===== src/rtl/pc_call_ctrl.sv =====
// pc_call_ctrl: program-counter owner and call/return initiator.
// It executes PC-update commands (STEP1, STEP2, JUN, JMS, BBL), owns the PC,
// drives push/pop/pcIn to an external 8-level return stack, and tracks the
// nesting depth locally. The fault flag and faultCode are sticky, and
// faultCode keeps the first fault that occurred.
//
// Ports:
//   clk, rstN            clock (rising edge), asynchronous active-low reset
//   cmdValid/cmd/target  command from the decoder. Codes 5-7 act as STEP1.
//   cmdReady             combinational, high only in IDLE
//   clrFault             synchronous clear of fault/faultCode
//   pc, done             current PC; 1-cycle pulse when a command retires
//   push, pop, pcIn      return-stack requests and the return address to push
//   stackPcOut           stack top (the pre-pop value during the pop cycle)
//   stackPcLoad          stack response, one cycle after an accepted pop
//   depth                current nesting depth, 0..MAX_DEPTH
//   fault, faultCode     01 overflow, 10 underflow, 11 missing stackPcLoad
//
// state | meaning
// IDLE  | ready; STEP/JUN and the fault paths retire in one edge
// PUSH  | push is asserted; the next edge jumps to the call target
// POP   | pop is asserted; the next edge latches the stack top
// WAIT  | waits one edge for stackPcLoad, then retires the return
module pc_call_ctrl #(
   parameter int AW        = 12,
   parameter int MAX_DEPTH = 7
) (
   input  logic          clk,
   input  logic          rstN,
   input  logic          cmdValid,
   input  logic [2:0]    cmd,
   input  logic [AW-1:0] target,
   output logic          cmdReady,
   input  logic          clrFault,
   output logic [AW-1:0] pc,
   output logic          done,
   output logic          push,
   output logic          pop,
   output logic [AW-1:0] pcIn,
   input  logic [AW-1:0] stackPcOut,
   input  logic          stackPcLoad,
   output logic [2:0]    depth,
   output logic          fault,
   output logic [1:0]    faultCode
);

   localparam logic [2:0] CMD_STEP2 = 3'd1;
   localparam logic [2:0] CMD_JUN   = 3'd2;
   localparam logic [2:0] CMD_JMS   = 3'd3;
   localparam logic [2:0] CMD_BBL   = 3'd4;
   localparam logic [2:0] MAXD      = 3'(MAX_DEPTH);

   localparam logic [1:0] FC_OVF  = 2'b01;
   localparam logic [1:0] FC_UNF  = 2'b10;
   localparam logic [1:0] FC_LOAD = 2'b11;

   typedef enum logic [1:0] {IDLE, PUSH, POP, WAIT} state_t;

   state_t        state, state_nx;
   logic [AW-1:0] pc_nx, pcIn_nx, tgt, tgt_nx, ret, ret_nx;
   logic [2:0]    depth_nx;
   logic          done_nx, push_nx, pop_nx, fault_nx;
   logic [1:0]    faultCode_nx;
   logic          setFault;
   logic [1:0]    newCode;

   assign cmdReady = (state == IDLE);

   always_comb begin
      state_nx     = state;
      pc_nx        = pc;
      pcIn_nx      = pcIn;
      tgt_nx       = tgt;
      ret_nx       = ret;
      depth_nx     = depth;
      done_nx      = 1'b0;
      push_nx      = 1'b0;
      pop_nx       = 1'b0;
      setFault     = 1'b0;
      newCode      = 2'b00;

      case (state)
         IDLE: begin
            if (cmdValid) begin
               done_nx = 1'b1;
               case (cmd)
                  CMD_STEP2: pc_nx = pc + AW'(2);
                  CMD_JUN:   pc_nx = target;
                  CMD_JMS: begin
                     if (depth < MAXD) begin
                        done_nx  = 1'b0;
                        push_nx  = 1'b1;
                        pcIn_nx  = pc + AW'(2);
                        tgt_nx   = target;
                        state_nx = PUSH;
                     end else begin
                        // Stack is full: jump anyway, without a return address.
                        pc_nx    = target;
                        setFault = 1'b1;
                        newCode  = FC_OVF;
                     end
                  end
                  CMD_BBL: begin
                     if (depth != 3'd0) begin
                        done_nx  = 1'b0;
                        pop_nx   = 1'b1;
                        state_nx = POP;
                     end else begin
                        pc_nx    = pc + AW'(1);
                        setFault = 1'b1;
                        newCode  = FC_UNF;
                     end
                  end
                  default: pc_nx = pc + AW'(1);
               endcase
            end
         end
         PUSH: begin
            pc_nx    = tgt;
            depth_nx = depth + 3'd1;
            done_nx  = 1'b1;
            state_nx = IDLE;
         end
         POP: begin
            // The stack shows its pre-pop top during the pop cycle.
            ret_nx   = stackPcOut;
            depth_nx = depth - 3'd1;
            state_nx = WAIT;
         end
         WAIT: begin
            done_nx  = 1'b1;
            state_nx = IDLE;
            if (stackPcLoad) begin
               pc_nx = ret;
            end else begin
               pc_nx    = pc + AW'(1);
               setFault = 1'b1;
               newCode  = FC_LOAD;
            end
         end
         default: state_nx = IDLE;
      endcase

      fault_nx     = fault;
      faultCode_nx = faultCode;
      if (clrFault) begin
         fault_nx     = 1'b0;
         faultCode_nx = 2'b00;
      end else if (setFault) begin
         fault_nx = 1'b1;
         if (faultCode == 2'b00) faultCode_nx = newCode;
      end
   end

   always_ff @(posedge clk or negedge rstN) begin
      if (!rstN) begin
         state     <= IDLE;
         pc        <= '0;
         pcIn      <= '0;
         tgt       <= '0;
         ret       <= '0;
         depth     <= 3'd0;
         done      <= 1'b0;
         push      <= 1'b0;
         pop       <= 1'b0;
         fault     <= 1'b0;
         faultCode <= 2'b00;
      end else begin
         state     <= state_nx;
         pc        <= pc_nx;
         pcIn      <= pcIn_nx;
         tgt       <= tgt_nx;
         ret       <= ret_nx;
         depth     <= depth_nx;
         done      <= done_nx;
         push      <= push_nx;
         pop       <= pop_nx;
         fault     <= fault_nx;
         faultCode <= faultCode_nx;
      end
   end

endmodule


===== config.mk =====
export PLATFORM = sky130hd
export DESIGN_NAME = pc_call_ctrl
export DESIGN_NICKNAME = d
export VERILOG_FILES = /design/src/rtl/pc_call_ctrl.sv
export SDC_FILE = /design/constraint.sdc
export NUM_CORES = 1
export LEC_CHECK = 0
export CAP_MARGIN = 20
export CELL_PAD_IN_SITES_DETAIL_PLACEMENT = 1
export CELL_PAD_IN_SITES_GLOBAL_PLACEMENT = 1
export CORE_ASPECT_RATIO = 1.25
export CORE_UTILIZATION = 36
export DETAILED_ROUTE_END_ITERATION = 6
export GPL_TIMING_DRIVEN = 0
export PLACE_DENSITY_LB_ADDON = 0.1
export SYNTH_ARGS = -nofsm -noshare
export SYNTH_HDL_FRONTEND = slang
export SYNTH_SLANG_ARGS = --single-unit

===== constraint.sdc =====
create_clock -name clk -period 1.85 [get_ports clk]
set_clock_uncertainty 0.05 [all_clocks]
set_input_delay 0.37 -clock clk [delete_from_list [all_inputs] [get_ports clk]]
set_output_delay 0.37 -clock clk [all_outputs]
set_load 0.02 [all_outputs]

# --- After elaboration in Yosys (flattened, before gate mapping) ---
# Cells that the tools add are included.
totals:
  regBits: 59
  input_bits: 32
  word_cells: 81
classes:
  addsub: 4
  order_cmp: 1
  n_eq_ne: 13
  muxes: 40
  reduce_logical: 12
op_table:
  columns: ["cell", "n"]
  rows:
  - ["$mux 12", 4]
  - ["$pmux 12 s4", 1]
  - ["$pmux 12 s3", 1]
  - ["$mux 2", 9]
  - ["$mux 1", 16]
  - ["$add 12x1->12 const B", 1]
  - ["$add 12x2->12 const B", 1]
  - ["$ne 3x3->1 const B", 4]
  - ["$pmux 2 s2", 3]
  - ["$reduce_and 4->1", 3]
  - ["$pmux 1 s2", 4]
  - ["$eq 3x2->1 const B", 2]
  - ["$pmux 2 s3", 1]
  - ["$pmux 3 s2", 1]
  - ["$reduce_bool 2->1", 3]
  - ["$reduce_bool 3->1", 2]
  - ["$eq 2x2->1 const B", 2]
  - ["$logic_not 2->1", 2]
  - ["$add 3x1->3 const B", 1]
  - ["$eq 3x1->1 const B", 1]
  - ["$eq 3x3->1 const B", 1]
  - ["$lt 3x3->1 const B", 1]
  - ["$ne 3x1->1 const B", 1]
  - ["$sub 3x1->3 const B", 1]
  - ["other kinds (4)", 4]

# --- Longest topological paths before layout ---
# Gate-level depths: netlist of run 1.
logic_depth:
  word_depth: 8
  depth_mapped: 9
  depth_no_buf: 7

# --- Least setup slack after synthesis of run 1 ---
# No wires, ideal clock.
synth_timing:
  path_kind: "reg2reg"
  start: "register pc[1]"
  end: "register pc[8]"
  setup_ps: 121
  t_arrival_ps: 1774
  t_required_ps: 1679
  setup_slack_ps: -95
  stages_incl_launch_ff: 8
  path_buffers: 1
  period_less_slack_ps: 1945
  cell_sequence: "dfrtp_1 > ha_1 > clkbuf_1 > nand3_1 > o21ai_0 > a31oi_1 > a221o_1 > o22a_1"
synth_between:
  elab_chain_len: 5
  elab_cells_between_ends: 7
  cone_classes: "add/sub (2); mux (5)"
synth_lines:
  columns: ["element", "line", "source"]
  rows:
  - ["from (decl)", "35", "output logic [AW-1:0] pc,"]
  - ["from (signal assigned)", "170", "pc <= pc_nx;"]
  - ["$add 12x1->12", "109, 114, 136", null]
  - ["$mux 12", "104", "if (depth != 3'd0) begin"]
  - ["$pmux 12 s4", "86", "case (cmd)"]
  - ["$mux 12", "84", "if (cmdValid) begin"]
  - ["$pmux 12 s3 (*)", "82", "case (state)"]
# Mark *: on every way between the ends. The rest lies on a longest branch, timed or not. The select of a mux whose other input is x is not followed.
# A chain may end at the register's enable or synchronous reset.

# --- Worst setup path after layout of run 1 ---
layout_timing:
  start: "register depth[2]"
  end: "register pc[5]"
layout_between:
  elab_chain_len: 3
  elab_cells_between_ends: 5
  cone_classes: "order compare (1); eq/ne (2); reduce/logical (2)"
layout_lines:
  columns: ["element", "line", "source"]
  rows:
  - ["from (decl)", "42", "output logic [2:0] depth,"]
  - ["from (signal assigned)", "174", "depth <= depth_nx;"]
  - ["$lt 3x3->1 or $reduce_bool 3->1 (tied branches)", "90, 104", null]
  - ["$ne 3x3->1 (no source line)", null, null]
  - ["$reduce_and 4->1 (no source line) (*)", null, null]
# Mark *: on every way between the ends. The rest lies on a longest branch, timed or not.

==> results.txt, run 1 <==
----------------------------------------------------
[Status]
  Result of the run ... complete, but fails checks
  Failing checks ... setup timing

[Clock tree]
  Number of clock sinks ... ~60
  CTS Buffer Depth ... 2
  CTS Buf Count ... 9
  Clock root cell ... sky130_fd_sc_hd__clkbuf_16
  Clock H-tree levels ... 3
  Worst-skew pair later-pin latency ... 0.33 ns
  TritonCTS clock tree ... built
  Clock-pin slew on the worst setup and hold paths ... approximately 0.050 ns

[Power and ir drop]
  Share of total power consumed by net switching ... 41.2%
  Sequential group share of total power ... 26.0%
  Power, Total ... 9.39 mW
  Power per standard cell area ... between 1500 and 2000 nW/um2
  Switching power summed over all nets ... approximately 3.9 mW
  Clock Power Share ... approximately 16%
  Static power due to leakage ... 2.06 nW
  Logic pwr share ... approximately 58%
  Max IR drop VDD ... ~0.76 mV
  Internal Power ... between 5 and 6 mW

[Global route]
  Pin count of the biggest net entering global routing ... 25
  GRT Util Overall ... 23.6%
  Number of global-route vias before repair ... around 3300
  Global-route wire length before repair ... 17.4 mm
  Initial antenna violation count ... 0
  Total gr overflow ... 0

[Logic synthesis]
  Most instantiated cells after synthesis ... sky130_fd_sc_hd__dfrtp_1, sky130_fd_sc_hd__nor2_1, sky130_fd_sc_hd__mux2_2, sky130_fd_sc_hd__a21oi_1, sky130_fd_sc_hd__o21ai_0
  Number of distinct standard cells referenced by the synthesized netlist ... 60
  Summed instance area of the synthesized netlist ... approximately 3500 um2
  Synth area leaders ... sky130_fd_sc_hd__dfrtp_1, sky130_fd_sc_hd__mux2_2, sky130_fd_sc_hd__a21oi_1
  Top cell type by total area after synthesis ... sky130_fd_sc_hd__dfrtp_1
  Synth top area share ... 42.7%
  Number of register bits inferred by synthesis ... 59
  Syn Nets ... approximately 380
  Sequential-to-total area share from yosys stat ... a little over two fifths
  Top flip-flop cell by instance count after synthesis ... sky130_fd_sc_hd__dfrtp_1
  Async S/R FF share, synth ... between 90% and 100%
  Number of warnings reported in the yosys synthesis log ... 0
  Syn Inst Count ... 342
  Synthesized area divided by synthesized cell count ... 10.1 um2
  Dominant cell by count in the synthesized netlist ... sky130_fd_sc_hd__dfrtp_1
  Number of flops mapped to enable cells by yosys ... 0

[Cells and area]
  Final net count ... 487
  Area of all placed cells without fillers ... ~5000 um2
  Multi-input gate area ... ~2000 um2
  ANT cells ... 0
  Final-layout fill cell count ... around 1000
  Area grow syn2layout ... 46.0%
  Proportion of layout cells with a drive suffix above 1 ... between 30 and 40%
  Reg area ... 1480 um2

[Route]
  Antenna-violating nets left ... 0
  Initial DRC Count ... 180
  Routed Wire Length ... between 10 and 15 mm
  Vias/cell ... about 5.6
  Total DRC errors in the routed layout ... 0
  Detailed Routing Iterations Pass 1 ... 4
  Post-detailed-route wirelength per cell ... 19.6 um
  Via count ... about 3200

[Die]
  # IOs ... 66
  Die width ... about 90 um
  Initial Utilization ... approximately 37%
  Placeable Area ... 9220 um2
  DIE AREA ... roughly 10000 um2
  Die height ... roughly 110 um
  Site Rows ... 39

[Timing]
  RSZ-0062 raised after global routing ... yes
  Final count of hold timing violations ... 0
  Post-route setup slack ... -0.0582 ns
  Final Max Tran Viols ... 0
  Slew margin rel. ... around 61%
  Transition time at the pin with the least slew margin ... between 0.5 and 0.6 ns
  Final sum of negative setup slack ... -0.243 ns
  Final count of negative-setup-slack endpoints ... 15
  Max Clock Freq ... roughly 520 MHz
  Final critical-path share of the clock period ... 103%
  Final min period ... 1.91 ns

[Setup path]
  End of the worst register-to-register path ... pc[5]
  Required time reported for the critical path endpoint ... ~2.0 ns
  Cell with the largest stage delay on the worst path ... sky130_fd_sc_hd__dfrtp_1
  R2r startpoint ... depth[2]
  Maximum fanout encountered on the critical timing path ... 5
  List of cells traversed by the critical path ... or3_4 -> a32oi_4 -> a31o_4 -> buf_8 -> nor2_1 -> a31oi_1
  Endpoint type of the worst setup path ... flip-flop
  Startpoint Class ... flip-flop
  Worst reg-to-reg setup slack ... -0.06 ns
  Endpoint arrival time on the critical path ... roughly 2.1 ns
  CP max stage delay ... around 0.42 ns
  Depth of the worst register-to-register path ... 6
  Worst Setup Path Type ... flip-flop to flip-flop

[Place]
  Last weighted congestion value of the routability-driven placer ... 0.856
  Placed inst area ... 4290 um2
  HPWL after detailed placement ... around 7.9 mm
  Port Buf Inserts ... 63

[Hold path]
  Capture endpoint of the worst hold path ... pc[4]
  Type of the worst min-delay path ... primary input to flip-flop
  Hold Path Stages ... 3
  Origin of the worst min-delay path ... cmd[1]

[Run]
  Number of violations of the max-capacitance limit ... 0

----------------------------------------------------
## stage by stage
step                instances  hold WS [ns]  setup slack (ns)  utilization, %
detailed placement        530         0.279            -0.570            46.5
CTS                       561         0.448           -0.0415            52.0
global route              574         0.455            -0.110            54.8
global placement          528         0.439             -1.89            46.1
floorplan                 342        0.0244           -0.0578               -
finish                    574         0.439           -0.0582            54.8
## what timing repair did
action | 4_1_cts | 5_1_grt
gates resized for setup | 41 | 47
buffers inserted | 16 | 12
hold endpoints to repair | 16 | 0
endpoints found under the setup margin | 49 | 41
gates cloned | 0 | 1
hold buffers | 1 | 0
pin swaps | 4 | 6
## area by class of cell
type                    instances  share of cell area, %
well taps                     123                   3.05
inverters                      12                  0.892
flip-flops and latches         59                   29.4
plain buffers                  24                   4.39
clock inverters                 3                  0.297
repair buffers                 95                   18.2
multi-input cells             246                   38.9
clock buffers                  12                   4.88
## per-layer routing
| layer | routed length [um] | global-route usage (%) | up-vias |
|---|---|---|---|
| met2 | 5950 | 39.8 | 95 |
| met1 | 4600 | 29.2 | 1629 |
| met3 | 482 | 4.52 | 19 |
| li1 | - | - | 1471 |
| met4 | 213 | 8.78 | 0 |
| met5 | 0 | 0 | - |
## cells in the final DEF, fill, tap and decap left out, types with 6 or more instances in the layout
cell,count
sky130_fd_sc_hd__nand2_1,16
sky130_fd_sc_hd__xnor2_1,7
sky130_fd_sc_hd__mux2_2,31
sky130_fd_sc_hd__nor2_1,24
sky130_fd_sc_hd__o21ai_0,12
sky130_fd_sc_hd__a21oi_1,21
sky130_fd_sc_hd__nand3_1,9
sky130_fd_sc_hd__xor2_1,7
sky130_fd_sc_hd__buf_4,35
sky130_fd_sc_hd__clkdlybuf4s50_1,54
sky130_fd_sc_hd__buf_6,6
sky130_fd_sc_hd__clkbuf_16,10
sky130_fd_sc_hd__inv_1,9
sky130_fd_sc_hd__dfrtp_2,6
sky130_fd_sc_hd__dfrtp_1,53
sky130_fd_sc_hd__a31oi_1,8
## sequential cells by signal, indices dropped and copies added, names as in the netlist
signal	flops
depth	3
done	1
pcIn	12
tgt	12
state	2
fault	1
faultCode	2
pc	12
pop	1
push	1
ret	12
## worst max path at each step
stage          cells past startpoint  slack, ns    end     start
6_report                           6      -0.06  pc[5]  depth[2]
5_1_grt                            6      -0.11  pc[5]  depth[2]
4_1_cts                            7      -0.04  pc[4]  state[1]
3_5_place_dp                       7      -0.57  pc[8]    cmd[2]
3_3_place_gp                       1      -1.89  pc[1]      rstN
2_1_floorplan                      7      -0.06  pc[8]     pc[0]
## cells by family (layout without fill, tap and decap cells)
logic type	Yosys count	count (layout)	synth area share [%]
AND/OR/NAND/NOR	92	92	14.1
flip-flops	59	59	42.7
AO/OA/AOI/OAI	99	99	20.2
adder cells (fa/ha/maj)	8	8	3.11
multiplexers	32	32	10.4
XOR/XNOR	15	15	3.80
buffers and inverters	37	146	5.72
## critical path: cells and delay by family, from the launching register on
kind / cells / cell delay [ns]
compound gates: 3 / 0.73
simple gates: 2 / 0.46
flops: 1 / 0.42
buf+inv: 1 / 0.14
## power by group through the flow
stage	sequential (mW)	combinational, mW	clock [mW]
6_report	2.44	5.46	1.49
5_1_grt	2.52	5.87	1.58
2_1_floorplan	2.70	2.55	0
4_1_cts	2.43	4.89	1.53
3_3_place_gp	2.42	4.36	0
3_5_place_dp	2.45	4.45	0
No activity file was read; power rests on OpenSTA's default activity.
==> run 2: changes to the inputs <==
- clock period: 1.85 -> 1.6 ns (I/O delays scaled with it)
==> run 2 against run 1 <==
Against the previous run:
- the run still ends with setup timing left
- global-route usage is 3.3 points higher
- cell count is 3.5% higher
- design area is 9.3% higher
- setup slack worse by 0.31 ns
- via count is 3.6% higher
- flip-flop and latch count stayed put
- critical path depth stayed put
- combinational power is 36% higher
- die area stayed put
- clock power is 19% higher
- sequential power is 18% higher
- critical endpoint is now pc[7]
==> results.txt, run 2 (same netlist as run 1, synthesis figures left out) <==
----------------------------------------------------
[Setup path]
  Endpoint arrival time on the critical path ... 2.13 ns (was 2.09 ns)
  Startpoint Class ... flip-flop (unchanged)
  Maximum fanout encountered on the critical timing path ... 5 (unchanged)
  CP max stage delay ... 0.45 ns (was 0.42 ns)
  Number of buffers and inverters on the critical path ... 0 (was 1)
  Worst Setup Path Type ... flip-flop to flip-flop (unchanged)
  List of cells traversed by the critical path ... ha_4 -> nand4_1 -> o21ai_0 -> a21oi_1 -> a221oi_1 -> o211ai_1 (was or3_4 -> a32oi_4 -> a31o_4 -> buf_8 -> nor2_1 -> a31oi_1)
  Cell with the largest stage delay on the worst path ... sky130_fd_sc_hd__o21ai_0 (was sky130_fd_sc_hd__dfrtp_1)
  Crit path max-delay family ... compound AO/OA/AOI/OAI gates (unchanged)
  Required time reported for the critical path endpoint ... 1.76 ns (was 2.04 ns)
  Endpoint type of the worst setup path ... flip-flop (unchanged)

[Clock tree]
  Number of clock sinks ... 59 (unchanged)
  Clock root cell ... sky130_fd_sc_hd__clkbuf_16 (unchanged)
  CTS Buf Count ... 9 (unchanged)
  CTS Buffer Depth ... 2 (unchanged)
  Clock-pin slew on the worst setup and hold paths ... 0.05 ns (about the same)
  Clock H-tree levels ... 3 (unchanged)
  TritonCTS clock tree ... built (unchanged)
  Worst-skew pair later-pin latency ... 0.34 ns (was 0.33 ns)

[Status]
  Result of the run ... complete, but fails checks (unchanged)
  Failing checks ... setup timing (unchanged)

[Route]
  Via count ... 3331 (was 3214)
  Antenna-violating nets left ... 0 (unchanged)
  Routed Wire Length ... 12.9 mm (was 11.2 mm)
  Wire length on met2 ... 6.76 mm (was 5.95 mm)
  Total DRC errors in the routed layout ... 0 (unchanged)
  Met1 WL ... 5.16 mm (was 4.60 mm)
  Initial DRC Count ... 207 (was 180)
  Detailed Routing Iterations Pass 1 ... 4 (unchanged)
  Post-detailed-route wirelength per cell ... 21.7 um (was 19.6 um)
  Top layer in use ... met4 (unchanged)
  Vias/cell ... 5.61 (was 5.60)
  Wire length on met3 ... 519 um (was 482 um)

[Global route]
  Initial antenna violation count ... 0 (unchanged)
  Number of global-route vias before repair ... 3581 (was 3318)
  Total gr overflow ... 0 (unchanged)
  Global-route wire length before repair ... 19.6 mm (was 17.4 mm)
  GRT Util Overall ... 26.8% (was 23.6%)
  Pin count of the biggest net entering global routing ... 39 (was 25)

[Place]
  HPWL after detailed placement ... 8.10 mm (was 7.92 mm)
  Setup WS pre-CTS ... -0.772 ns (was -0.570 ns)
  Last weighted congestion value of the routability-driven placer ... 0.892 (was 0.856)
  Port Buf Inserts ... 63 (unchanged)
  Placed inst area ... 4450 um2 (was 4290 um2)
  Post-Place Cells ... 529 (was 530)

[Cells and area]
  Fraction of the core area covered by cells at the end of the flow ... 59.9% (was 54.8%)
  ANT cells ... 0 (unchanged)
  Area grow syn2layout ... 59.7% (was 46.0%)
  Final net count ... 506 (was 487)
  Proportion of layout cells with a drive suffix above 1 ... 41.2% (was 33.7%)
  Reg area ... 1490 um2 (was 1480 um2)
  Final-layout fill cell count ... 971 (was 1023)
  Most frequent standard cell in the layout excluding fill and tap cells ... sky130_fd_sc_hd__dfrtp_1 (was sky130_fd_sc_hd__clkdlybuf4s50_1)
  Most used cells in the layout excluding fill and tap cells ... sky130_fd_sc_hd__dfrtp_1, sky130_fd_sc_hd__buf_4, sky130_fd_sc_hd__dlygate4sd2_1 (was sky130_fd_sc_hd__clkdlybuf4s50_1, sky130_fd_sc_hd__dfrtp_1, sky130_fd_sc_hd__buf_4)
  Multi-input gate area ... 2180 um2 (was 1960 um2)
  Number of cells in the finished layout apart from fillers ... 594 (was 574)
  Area of all placed cells without fillers ... 5520 um2 (was 5050 um2)

[Timing]
  Final count of negative-setup-slack endpoints ... 45 (was 15)
  Post-route setup slack ... -0.371 ns (was -0.0582 ns)
  RSZ-0062 raised after global routing ... yes (unchanged)
  Slew margin rel. ... 56.2% (was 60.7%)
  Final min period ... 1.97 ns (was 1.91 ns)
  Max Clock Freq ... 507 MHz (was 524 MHz)
  Final count of hold timing violations ... 0 (unchanged)
  Final Max Tran Viols ... 0 (unchanged)
  Final critical-path share of the clock period ... 123% (was 103%)
  Transition time at the pin with the least slew margin ... 0.656 ns (was 0.588 ns)
  Final sum of negative setup slack ... -10.78 ns (was -0.243 ns)
  Worst hold slack after final layout ... 0.359 ns (was 0.439 ns)

[Run]
  Number of violations of the max-capacitance limit ... 0 (unchanged)

[Power and ir drop]
  Max IR drop VDD ... 1.11 mV (was 0.758 mV)
  Static power due to leakage ... 2.32 nW (was 2.06 nW)
  Power, Total ... 12.1 mW (was 9.39 mW)
  Power per standard cell area ... 2190 nW/um2 (was 1860 nW/um2)

[Die]
  Initial Utilization ... 37.5% (unchanged)
  DIE AREA ... 10000 um2 (unchanged)
  Site Rows ... 39 (unchanged)
  Placeable Area ... 9220 um2 (unchanged)
  Die height ... 112 um (unchanged)
  Die width ... 89.7 um (unchanged)
  # IOs ... 66 (unchanged)

[Hold path]
  Type of the worst min-delay path ... primary input to flip-flop (unchanged)

----------------------------------------------------
run 2: path summary, 6_finish.rpt:
path	slack, ns	from	cells past startpoint	to
min	0.36	cmd[1]	3	pc[4]
max in group asynchronous	0.42	rstN	3	pc[0]
min reg2reg	0.45	ret[3]	1	ret[3]
min in group asynchronous	0.46	rstN	2	pc[3]
max reg2reg	-0.37	pc[2]	6	pc[7]
max	-0.37	pc[2]	6	pc[7]
run 2: worst register-to-register path: stages, from the launching register on:
cell and delay [ns]:
sky130_fd_sc_hd__dfrtp_2 0.43, sky130_fd_sc_hd__ha_4 0.19, sky130_fd_sc_hd__nand4_1 0.25, sky130_fd_sc_hd__o21ai_0 0.45
sky130_fd_sc_hd__a21oi_1 0.12, sky130_fd_sc_hd__a221oi_1 0.23, sky130_fd_sc_hd__o211ai_1 0.12
run 2: layout make-up:
cell class,count,share of cell area (%)
timing repair buffer,115,20.8
buffer,23,4.26
clock buffer,13,4.53
tap,123,2.79
multi-input combinational,246,39.6
sequential,59,26.9
clock inverter,3,0.272
inverter,12,0.906
run 2: power by group:
group / switching [mW] / internal, mW
Clock: 0.687 / 1.08
Sequential: 0.626 / 2.25
Combinational: 3.79 / 3.66
Total: 5.10 / 7.00
run 2: timing repair:
| action | in CTS | in global routing |
|---|---|---|
| endpoints found under the setup margin | 87 | 56 |
| pin swaps | 21 | 18 |
| hold buffers | 1 | 0 |
| setup buffers | 36 | 13 |
| resized for setup | 105 | 42 |
| endpoints found under the hold margin | 21 | 0 |
| cloned | 3 | 1 |
run 2: per-layer routing:
metal	up-vias	global-route usage, %
met1	1693	33.4
met3	28	4.23
met4	0	12.1
met5	-	0
met2	107	44.7
li1	1503	-
